`src/rtl/adder_colour_stream_fmt.sv`:
```
// Multi-channel ANSI SGR colour wrapper: ESC[<code>m + payload + ESC[0m onto one byte stream.
// Define ADDER_COLOUR_BOLD_EN to emit a bold prefix ESC[1;<code>m instead.
module adder_colour_stream_fmt #(
   parameter int NUM_CH = 2,
   parameter int CH_W   = (NUM_CH > 1) ? $clog2(NUM_CH) : 1
) (
   input  logic                  clk,
   input  logic                  rst_n,
   input  logic [NUM_CH-1:0]     in_valid,
   output logic [NUM_CH-1:0]     in_ready,
   input  logic [NUM_CH*8-1:0]   in_data,
   input  logic [NUM_CH-1:0]     in_last,
   input  logic [NUM_CH*3-1:0]   in_colour,
   input  logic [NUM_CH-1:0]     in_bg,
   output logic                  out_valid,
   input  logic                  out_ready,
   output logic [7:0]            out_data,
   output logic                  out_last,
   output logic [CH_W-1:0]       out_ch,
   output logic                  busy,
   output logic                  err_colour
);

   localparam logic [2:0] S_IDLE    = 3'd0;
   localparam logic [2:0] S_GRANT   = 3'd1;
   localparam logic [2:0] S_PREFIX  = 3'd2;
   localparam logic [2:0] S_PAYLOAD = 3'd3;
   localparam logic [2:0] S_SUFFIX  = 3'd4;

`ifdef ADDER_COLOUR_BOLD_EN
   localparam logic [2:0] DIG_BASE = 3'd4;
`else
   localparam logic [2:0] DIG_BASE = 3'd2;
`endif

   logic [2:0]       state;
   logic [CH_W-1:0]  rr;
   logic [CH_W-1:0]  g;
   logic [CH_W-1:0]  pick;
   logic             pick_ok;
   logic [2:0]       idx;
   logic [2:0]       off;
   logic [2:0]       ndig;
   logic [3:0][3:0]  dig_q;
   logic [3:0][3:0]  dig_n;
   logic             ndig3_q;
   logic             ndig3_n;
   logic             load_en;
   logic [2:0]       col_g;
   logic [2:0]       col_eff;
   logic             bg_g;
   logic [7:0]       pre_byte;
   logic [7:0]       suf_byte;
   logic             pre_end;

   assign load_en = !out_valid || out_ready;
   assign col_g   = in_colour[int'(g)*3 +: 3];
   assign bg_g    = in_bg[g];
   assign busy    = (state != S_IDLE);
   assign err_colour = (state == S_GRANT) && (col_g > 3'd4);

   // Round-robin: scan downward so the requester nearest rr is assigned last and wins.
   always_comb begin
      int j;
      pick    = '0;
      pick_ok = 1'b0;
      for (int i = NUM_CH - 1; i >= 0; i--) begin
         j = int'(rr) + i;
         if (j >= NUM_CH) j = j - NUM_CH;
         if (in_valid[j]) begin
            pick    = CH_W'(j);
            pick_ok = 1'b1;
         end
      end
   end

   // Decimal digits of the SGR code, most significant first in dig_n[0].
   always_comb begin
      col_eff = (col_g > 3'd4) ? 3'd0 : col_g;
      dig_n   = '0;
      ndig3_n = 1'b0;
      case (col_eff)
         3'd1: begin
            if (bg_g) begin
               dig_n   = {4'd0, 4'd4, 4'd0, 4'd1};
               ndig3_n = 1'b1;
            end else begin
               dig_n = {4'd0, 4'd0, 4'd4, 4'd9};
            end
         end
         3'd2:    dig_n = {4'd0, 4'd0, 4'd3, bg_g ? 4'd4 : 4'd3};
         3'd3:    dig_n = {4'd0, 4'd0, 4'd1, bg_g ? 4'd4 : 4'd3};
         3'd4:    dig_n = {4'd0, 4'd0, 4'd2, bg_g ? 4'd4 : 4'd3};
         default: dig_n = {4'd0, 4'd0, 4'd7, bg_g ? 4'd4 : 4'd3};
      endcase
   end

   assign ndig    = ndig3_q ? 3'd3 : 3'd2;
   assign off     = idx - DIG_BASE;
   assign pre_end = (idx == DIG_BASE + ndig);

   always_comb begin
      pre_byte = 8'h6D;
      if (idx == 3'd0)      pre_byte = 8'h1B;
      else if (idx == 3'd1) pre_byte = 8'h5B;
`ifdef ADDER_COLOUR_BOLD_EN
      else if (idx == 3'd2) pre_byte = 8'h31;
      else if (idx == 3'd3) pre_byte = 8'h3B;
`endif
      else if (off < ndig)  pre_byte = {4'h3, dig_q[off[1:0]]};
   end

   always_comb begin
      case (idx[1:0])
         2'd0:    suf_byte = 8'h1B;
         2'd1:    suf_byte = 8'h5B;
         2'd2:    suf_byte = 8'h30;
         default: suf_byte = 8'h6D;
      endcase
   end

   always_comb begin
      in_ready = '0;
      if (state == S_PAYLOAD) in_ready[g] = load_en;
   end

   always_ff @(posedge clk) begin
      if (!rst_n) begin
         state     <= S_IDLE;
         rr        <= '0;
         g         <= '0;
         idx       <= '0;
         dig_q     <= '0;
         ndig3_q   <= 1'b0;
         out_valid <= 1'b0;
         out_data  <= '0;
         out_last  <= 1'b0;
         out_ch    <= '0;
      end else begin
         // A consumed or empty slot drains unless this state refills it below.
         if (load_en) out_valid <= 1'b0;
         case (state)
            S_IDLE: begin
               if (pick_ok) begin
                  g     <= pick;
                  state <= S_GRANT;
               end
            end
            S_GRANT: begin
               dig_q   <= dig_n;
               ndig3_q <= ndig3_n;
               idx     <= '0;
               state   <= S_PREFIX;
            end
            S_PREFIX: begin
               if (load_en) begin
                  out_valid <= 1'b1;
                  out_data  <= pre_byte;
                  out_last  <= 1'b0;
                  out_ch    <= g;
                  if (pre_end) begin
                     idx   <= '0;
                     state <= S_PAYLOAD;
                  end else begin
                     idx <= idx + 3'd1;
                  end
               end
            end
            S_PAYLOAD: begin
               if (load_en && in_valid[g]) begin
                  out_valid <= 1'b1;
                  out_data  <= in_data[int'(g)*8 +: 8];
                  out_last  <= 1'b0;
                  out_ch    <= g;
                  if (in_last[g]) begin
                     idx   <= '0;
                     state <= S_SUFFIX;
                  end
               end
            end
            S_SUFFIX: begin
               if (load_en) begin
                  out_valid <= 1'b1;
                  out_data  <= suf_byte;
                  out_last  <= (idx[1:0] == 2'd3);
                  out_ch    <= g;
                  if (idx[1:0] == 2'd3) begin
                     idx   <= '0;
                     rr    <= (int'(g) == NUM_CH - 1) ? '0 : g + 1'b1;
                     state <= S_IDLE;
                  end else begin
                     idx <= idx + 3'd1;
                  end
               end
            end
            default: state <= S_IDLE;
         endcase
      end
   end

endmodule

```
`config.mk`:
```
export PLATFORM = sky130hd
export DESIGN_NAME = adder_colour_stream_fmt
export DESIGN_NICKNAME = d
export VERILOG_FILES = /design/src/rtl/adder_colour_stream_fmt.sv
export SDC_FILE = /design/constraint.sdc
export NUM_CORES = 1
export LEC_CHECK = 0
export ABC_AREA = 1
export BUFFER_PORTS_ARGS = -buffer_cell sky130_fd_sc_hd__buf_4
export CORE_UTILIZATION = 30
export DETAILED_ROUTE_END_ITERATION = 8
export GPL_TIMING_DRIVEN = 0
export RECOVER_POWER = 50
export SYNTH_ARGS = -nofsm -noshare
export SYNTH_HDL_FRONTEND = slang
export SYNTH_SLANG_ARGS = --single-unit
```
`constraint.sdc`:
```
create_clock -name clk -period 1.79 [get_ports clk]
set_input_delay 0 -clock clk [delete_from_list [all_inputs] [get_ports clk]]
set_output_delay 0 -clock clk [all_outputs]
set_load 0.1 [all_outputs]
```
# Word-level counts from Yosys, hierarchy flattened
# Index checks and enable logic that the tools add are counted.
# Widths: inputs -> output; s select.
# classes
addsub	7
multipliers	1
n_lt_le_gt_ge	9
eq_ne	21
shift	2
mux	65
n_bitwise	1
n_reduce_logical	19
# op_table
cell	n
$lt 32x3->1 const B	2
$mux 32	2
$pmux 16 s4	1
$mux 3	15
$mux 1	29
$mux 8	3
$pmux 8 s3	1
$mux 7	3
$pmux 7 s3	1
$shiftx 16x5->8	1
$pmux 3 s5	1
$eq 3x2->1 const B	4
$pmux 3 s4	1
$mux 11	1
$ne 2x2->1 const B	5
$eq 3x1->1 const B	3
$bmux 4 s2	1
$reduce_and 7->1	1
$eq 3x3->1 const B	2
$logic_not 3->1	2
$ne 2x1->1 const B	3
$reduce_and 3->1	2
$reduce_bool 3->1	2
$shiftx 6x4->3	1
34 further kinds	38
# word_totals
reg_bits	36
input_bits	31
out_inout_bits	15

# Longest topological paths before layout
# Gate-level depths: netlist of run 1.
# logic_depth
depth_word	10
mapped_depth	12
depth_no_buf	11

# Least setup slack after synthesis of run 1
# Ideal clock, no wire load.
# synth_path
path_kind	reg2out
start	register out_valid
end	output in_ready[0]
arrival_time_ns	2.937
required_ns	1.790
path_slack_ns	-1.147
stages_incl_launch_ff	4
n_path_buf	0
path_cell_list	dfxtp_1 > inv_1 > nor2_1 > nor3_1
# synth_between
elab_chain_len	4
# synth_lines
element	line_no	text
from (decl)	15	output logic out_valid,
from (signal assigned)	135	out_valid <= 1'b0;
from (signal assigned)	141	if (load_en) out_valid <= 1'b0;
from (signal assigned)	157	out_valid <= 1'b1;
$logic_not 1->1	56	assign load_en = !out_valid || out_ready;
$logic_or 1x1->1	56	
$and 2x2->2 (no line)	n/a	
$mux 2	124	if (state == S_PAYLOAD) in_ready[g] = load_en;
to (decl)	10	output logic [NUM_CH-1:0] in_ready,
# No other way between the ends.

# Worst setup path after layout of run 1
# layout_path
start	register state[2]
end	output err_colour
# layout_between
elab_chain_len	2
# layout_lines
element	line_no	text
from (decl)	36	logic [2:0] state;
from (signal assigned)	129	state <= S_IDLE;
from (signal assigned)	146	state <= S_GRANT;
from (signal assigned)	153	state <= S_PREFIX;
$eq 3x1->1	60	assign err_colour = (state == S_GRANT) && (col_g > 3'd4);
$logic_and 1x1->1	60	
to (decl)	21	output logic err_colour
# No other way between the ends.

==> results of run 1 <==
-- Yosys cell counts (2+ instances only) --
library cell,instances
a21oi_1,17
buf_2,3
clkinv_1,2
dfxtp_1,28
ha_1,7
inv_1,22
inv_2,3
inv_4,2
nand2_1,70
nand2_2,6
nand2_4,3
nand3_1,16
nor2_1,43
nor2_2,3
nor3_1,3
o211ai_1,6
o21ai_0,27
or2_2,6
-- final timing paths --
kind / start / end / slack (ns) / depth (start not counted)
max: state[2] / err_colour / 0.14 / 4
min: rst_n / state[1] / 0.03 / 3
max reg2reg: idx[1] / out_data[3] / 0.16 / 8
min reg2reg: out_last / out_last / 0.48 / 2
-- worst reg2reg max path, cell delays in order, from the launching register on --
cell	delay (ns)
dfxtp_2	0.39
inv_1	0.14
ha_1	0.33
a21oi_2	0.20
nand2_1	0.09
o21ai_0	0.17
nand3_1	0.09
nor2_1	0.09
nor2_1	0.04
-- cells in the final DEF, fill, tap and decap left out, drive strengths merged --
cell / count
clkbuf: 17
ha: 7
buf: 36
o21ai: 28
o2bb2ai: 1
nand3b: 1
dfxtp: 28
inv: 28
nand3: 18
clkinv: 2
o211ai: 6
a21oi: 17
nor2: 48
or2: 7
nand2: 79
a211oi: 1
nor3: 3
-- sequential cells by signal (all words and copies together) (netlist names), 3 cells and up --
signal    flops
idx           3
state         3
out_data      8
dig_q         8
-- layer usage --
metal | track usage | up-vias
li1 | - | 995
met1 | 0.194 | 808
met2 | 0.273 | 39
met3 | 0.0240 | 6
met4 | 0.0436 | 0
met5 | 0 | -
-- logic make-up (layout without fill, tap and decap cells) --
kind of cell / count (synthesis) / in the layout / share of synthesized area
AO/OA/AOI/OAI: 53 / 53 / 0.161
flip-flops: 28 / 28 / 0.310
AND/OR/NAND/NOR: 156 / 156 / 0.398
adder cells (fa/ha/maj): 7 / 7 / 0.0485
buffers and inverters: 35 / 83 / 0.0824
-- metrics by stage --
stage | instances | instance area, um^2 | hold WS [ns]
after floorplan | 279 | 1830 | 0.200
after global placement | 395 | 2250 | 0.340
after detailed placement | 395 | 2250 | 0.342
after CTS | 399 | 2310 | 0.0341
after global routing | 399 | 2280 | 0.0538
final | 399 | 2280 | 0.0332
-- layout make-up --
cell class / instances / share of cell area
inverter: 30 / 0.0537
buffer: 5 / 0.0115
sequential: 28 / 0.248
multi-input combinational: 216 / 0.492
tap: 72 / 0.0394
clock buffer: 4 / 0.0241
timing repair buffer: 44 / 0.131
-- power groups by stage --
stage          clock network [mW]  registers [mW]  logic, mW
2_1_floorplan                   0            1.60       1.52
3_3_place_gp                    0           0.989       2.67
3_5_place_dp                    0           0.994       2.69
4_1_cts                     0.424           0.983       2.70
5_1_grt                     0.441            1.00       2.89
6_report                    0.411           0.982       2.61
-- repair_timing --
item,4_1_cts,5_1_grt
setup endpoints to repair,8,9
gates cloned,0,0
gates resized for setup,2,4
==> metrics.md, run 1 <==
| Metric | Value |
|---|---|
| Yosys reg bits | 28 |
| Clock Path Buffers | 2 |
| Sw power | ~2.3 mW |
| Slew Viols, Final | 0 |
| Final net count | 366 |
| Number of antenna diodes | 0 |
| Drt first pass iters | 4 |
| Area Growth Syn to Fin | 26.5% |
| Buf+Inv Stages, Crit Path | 2 |
| Number of library cell types mapped by synthesis | 30 |
| Worst-Margin Slew | roughly 1.2 ns |
| Wire per inst | roughly 12 um |
| WL met2 | around 2.1 mm |
| Pre-CTS setup slack | -0.0949 ns |
| Storage element area | ~570 um^2 |
| Setup tns final | 0 ns |
| Synth area leaders | dfxtp_1 (31%), nand2_1 (15%), nor2_1 (8.9%), o21ai_0 (7.5%), ha_1 (4.8%) |
| Worst-path cell chain | inv_1, nand3_2, nor3_4, buf_6 |
| CTS clock-pin slew for the worst setup and hold paths | around 0.10 ns |
| I/O Buffers | between 40 and 50 |
| Crit-path max cell delay | between 0.3 and 0.4 ns |
| Via density | 4.63 |
| Max Fanout on Critical Path | 9 |
| Final Hold Fails | 0 |
| Clk_lat worst skew | 0.28 ns |
| Met1 wire length | about 2.3 mm |
| # DRC | 0 |
| Mapped Cells | about 280 |
| H-tree depth | 1 |
| Total Wirelength | 4.65 mm |
| Type of origin of the critical path | flip-flop |
| Syn Area/Cell | about 6.5 um^2 |
| Number of synthesized flops with an enable pin | 0 |
| WP data arrival | around 1.7 ns |
| Max cap viols | 0 |
| Vias | around 1,800 |
| P_int | 1.70 mW |
| Post-layout util | 0.405 |
| Tmin final | roughly 1.7 ns |
| Root Driver | clkbuf_8 |
| Overall Global Routing Usage | 0.155 |
| Top Layer Used | met4 |
| Rel. slew slack | 0.225 |
| Max Fclk | between 600 and 700 MHz |
| HPWL after detailed placement | 3.64 mm |
| Register area share after synthesis | 0.310 |
| Vias in the first global route | 1,730 |
| Overflow after GRT | 0 |
| Routed Antenna Nets | 0 |
| Setup-failing EPs final | 0 |
| Post-Syn Nets | around 320 |
| Met3 WL | 200 um |
| Most used DFF post-synth | dfxtp_1 |
| Slowest-stage cell, CP | dfxtp_1 |
| Worst hold path class | in2reg |
| Outcome | complete, no violations |
| Row Count | 27 |
| CP Data Required Time | 1.79 ns |
| PwrDens | 1750 mW/mm^2 |
| CTS hold repair buffers | 0 |
| Largest delay share family, worst path | simple AND/OR/NAND/NOR gates |
| Switching portion of total power | 0.575 |
| Die W | 79.6 um |
| Multi-input logic area | roughly 0.0011 mm^2 |
| Share of cells above drive strength 1 | 0.257 |
| Mapped cell area | 0.00181 mm^2 |
| Max VDD drop | ~730 uV |
| Leak pwr | ~1.1 nW |
| CP endpoint kind | output port |
| Initial antenna violation count | 0 |
| Sequential Power Share | 0.246 |
| Crit share post-route | 0.923 |
| Number of synthesis warnings | 0 |
| Initial core utilization | 0.320 |
| Worst Clk Skew | about 0.007 ns |
| Die area | 0.00634 mm^2 |
| Num Clock Sinks | 28 |
| Comb pwr share | 0.652 |
| First-pass GRT wire length | a little under 8 mm |
| Post-synth top area share | 0.310 |
| Setup slack after layout | 0.138 ns |
| CTS tree | yes |
| RSZ-0062 raised after global routing | no |
| Clock power frac | 0.103 |
| Inserted Clock Buffers | 3 |
| Async SR Flop Fraction | 0 |
| GPL Wtd Cong | a little over 0.8 |
| # IOs | 46 |
| Post-CTS setup buffers | 0 |
| Total power | approximately 4.0 mW |
| Leading area contributor after synthesis | dfxtp_1 |
| Die height | 79.6 um |
| Fill count | ~630 |
| DR iter-0 viols | 101 |
| Core Area | 0.00564 mm^2 |
| Largest net degree at the start of global routing | 16 |
| CP Class | reg2out |
(Power assumes the default switching activity.)
==> run 2, diff against run 1 <==
- PLACE_DENSITY: unset -> 0.61
==> run 2 against run 1 <==
Routed wire length grew 3.6%. First-iteration DRC count shrank 17%. Via count grew 3.2%. Clock power shrank 1%. Sequential cell count is the same. Combinational power grew 3%. Power grew 2.1%. Non-clock buffer count grew 4. Largest cell class unchanged. Largest power group unchanged.
==> metrics.md, run 2 (same netlist as run 1, synthesis figures left out) <==
| Metric | Value |
|---|---|
| Crit-path max cell delay | 0.40 ns (about the same) |
| CTS tree | yes |
| Setup tns final | 0 ns (unchanged) |
| Biggest regs | dig_q x8, out_data x8 |
| Final Hold Fails | 0 (unchanged) |
| RR Endpoint | state[2] |
| Post-layout util | 0.413 (+0.00754) |
| Die height | 79.6 um (unchanged) |
| Clock Path Buffers | 2 (unchanged) |
| CP Data Required Time | 2.01 ns (+0.22 ns) |
| Vias | 1,908 (+3.2%) |
| WP data arrival | 1.87 ns (+0.22 ns) |
| Sink of the worst hold path | g |
| H-tree depth | 1 (unchanged) |
| Slowest-stage cell, CP | dfxtp_4 |
| PwrDens | 1750 mW/mm^2 (+0.21%) |
| R2R Setup Slk | 0.14 ns (-0.02 ns) |
| Worst hold path class | in2reg |
| CP endpoint kind | flip-flop |
| Drt first pass iters | 4 (unchanged) |
| Final net count | 370 (+1.1%) |
| Type of origin of the critical path | flip-flop |
| Setup-failing EPs final | 0 (unchanged) |
| Most frequent cells in the layout | nand2_1 (69), nor2_1 (43), buf_4 (37), o21ai_0 (26), dfxtp_1 (26) |
| CTS clock-pin slew for the worst setup and hold paths | 0.11 ns (about the same) |
| Worst-Margin Slew | 1.16 ns (-0.00655 ns) |
| Worst-path cell chain | clkinvlp_4, ha_1, nand3_1, nand2_2, o21ai_2, nor2_2, nand2_2, nand2_1, nand2_1, nor2_1 |
| Number of antenna diodes | 0 (unchanged) |
| # DRC | 0 (unchanged) |
| # IOs | 46 (unchanged) |
| Area Growth Syn to Fin | 28.8% |
| Slew Viols, Final | 0 (unchanged) |
| First-pass GRT wire length | 8.02 mm (+3.7%) |
| HP Start | in_valid[1] |
| Outcome | complete, no violations |
| CTS hold repair buffers | 0 (unchanged) |
| HPWL after detailed placement | 3.69 mm (+1.3%) |
| Via density | 4.73 (+2.2%) |
| CP Class | reg2reg |
| Leak pwr | 1.12 nW (+2.1%) |
| Vias in the first global route | 1,801 (+4.1%) |
| Hold Path Stages | 3 (unchanged) |
| Inserted Clock Buffers | 3 (unchanged) |
| Overall Global Routing Usage | 0.160 (+0.00491) |
| Worst Clk Skew | 0.0126 ns (+0.00560 ns) |
| Total Wirelength | 4.82 mm (+3.6%) |
| Routed Antenna Nets | 0 (unchanged) |
| Clk_lat worst skew | 0.28 ns (about the same) |
| Fill count | 616 (-1.9%) |
| DR iter-0 viols | 84 (-17%) |
| Rel. slew slack | 0.229 (+0.00435) |
| Most common cell after layout, fill and taps aside | nand2_1 |
| Reg-to-Reg Start | idx[0] |
| Max VDD drop | 641 uV (-12%) |
| Wire per inst | 12.0 um (+2.6%) |
| GPL Wtd Cong | 0.819 (+1.8%) |
| Max Fclk | 607 MHz (+0.18%) |
| Die area | 0.00634 mm^2 (unchanged) |
| Initial core utilization | 0.320 (unchanged) |
| Share of cells above drive strength 1 | 0.281 (+0.0241) |
| Root Driver | clkbuf_8 |
| Largest delay share family, worst path | simple AND/OR/NAND/NOR gates |
| Cell count of the worst reg-to-reg path | 10 (+2) |
| Row Count | 27 (unchanged) |
| Initial antenna violation count | 0 (unchanged) |
| Num Clock Sinks | 28 (unchanged) |
| Tmin final | 1.65 ns (-0.00290 ns) |
| Buf+Inv Stages, Crit Path | 1 (-1) |
| Overflow after GRT | 0 (unchanged) |
| Max cap viols | 0 (unchanged) |
| Core Area | 0.00564 mm^2 (unchanged) |
| Max Fanout on Critical Path | 7 (-2) |
| Crit share post-route | 0.921 (-0.00162) |
| I/O Buffers | 44 (unchanged) |
| Largest net degree at the start of global routing | 16 (unchanged) |
| Die W | 79.6 um (unchanged) |
[run 2: changes by cell type in the layout (fill, tap and decap cells not counted), sizes merged]
cell and delta:
clkbuf -1, buf +5, inv -1, clkinvlp +1
[run 2: metal layers]
| metal | vias to the layer above | track usage | share of wire |
|---|---|---|---|
| li1 | 1010 | - | - |
| met3 | 2 | 0.0320 | 0.052 |
| met1 | 846 | 0.198 | 0.46 |
| met4 | 0 | 0.0327 | 0.0056 |
| met2 | 50 | 0.284 | 0.48 |
| met5 | - | 0 | 0 |
[run 2: final cells by class]
class / instances / area, um^2 / share of cell area
multi-input combinational: 216 / 1140 / 0.488
sequential: 28 / 566 / 0.243
timing repair buffer: 48 / 328 / 0.141
inverter: 30 / 126 / 0.0543
tap: 72 / 90.1 / 0.0387
clock buffer: 4 / 55.1 / 0.0237
buffer: 5 / 26.3 / 0.0113
[run 2: power by group]
part | switching, mW | internal, mW
logic | 1.98 | 0.712
clock network | 0.208 | 0.197
registers | 0.147 | 0.834
[run 2: metrics by stage]
stage | setup WS [ns] | cells | total power [mW] | hold WS [ns] | instance area, um^2
CTS | 0.0469 | 399 | 4.11 | 0.0314 | 2310
global route | -0.0102 | 403 | 4.44 | 0.0514 | 2330
detailed placement | -0.0758 | 395 | 3.69 | 0.344 | 2250
global placement | -0.0563 | 395 | 3.65 | 0.339 | 2250
floorplan | -0.0937 | 279 | 3.12 | 0.200 | 1830
finish | 0.141 | 403 | 4.08 | 0.0391 | 2330
[run 2: worst max path at each step]
stage / depth (start not counted) / start / to
floorplan: 3 / out_valid / in_ready[0]
global placement: 8 / idx[0] / out_data[4]
detailed placement: 8 / idx[0] / out_data[4]
CTS: 8 / idx[0] / out_data[4]
global route: 10 / idx[0] / state[1]
finish: 10 / idx[0] / state[2]
[run 2: worst reg2reg max path, delay by kind of cell (launching register included)]
kind            cells  cell delay [ns]
buf+inv             1             0.15
simple gates        7             0.64
fa+ha+maj           1             0.31
flops               1             0.40
compound gates      1             0.07
[run 2: repair_timing]
item	4_1_cts	5_1_grt
hold endpoints to repair	0	0
setup buffers	0	4
setup endpoints to repair	7	10
gates cloned	0	0
gates resized for setup	2	7
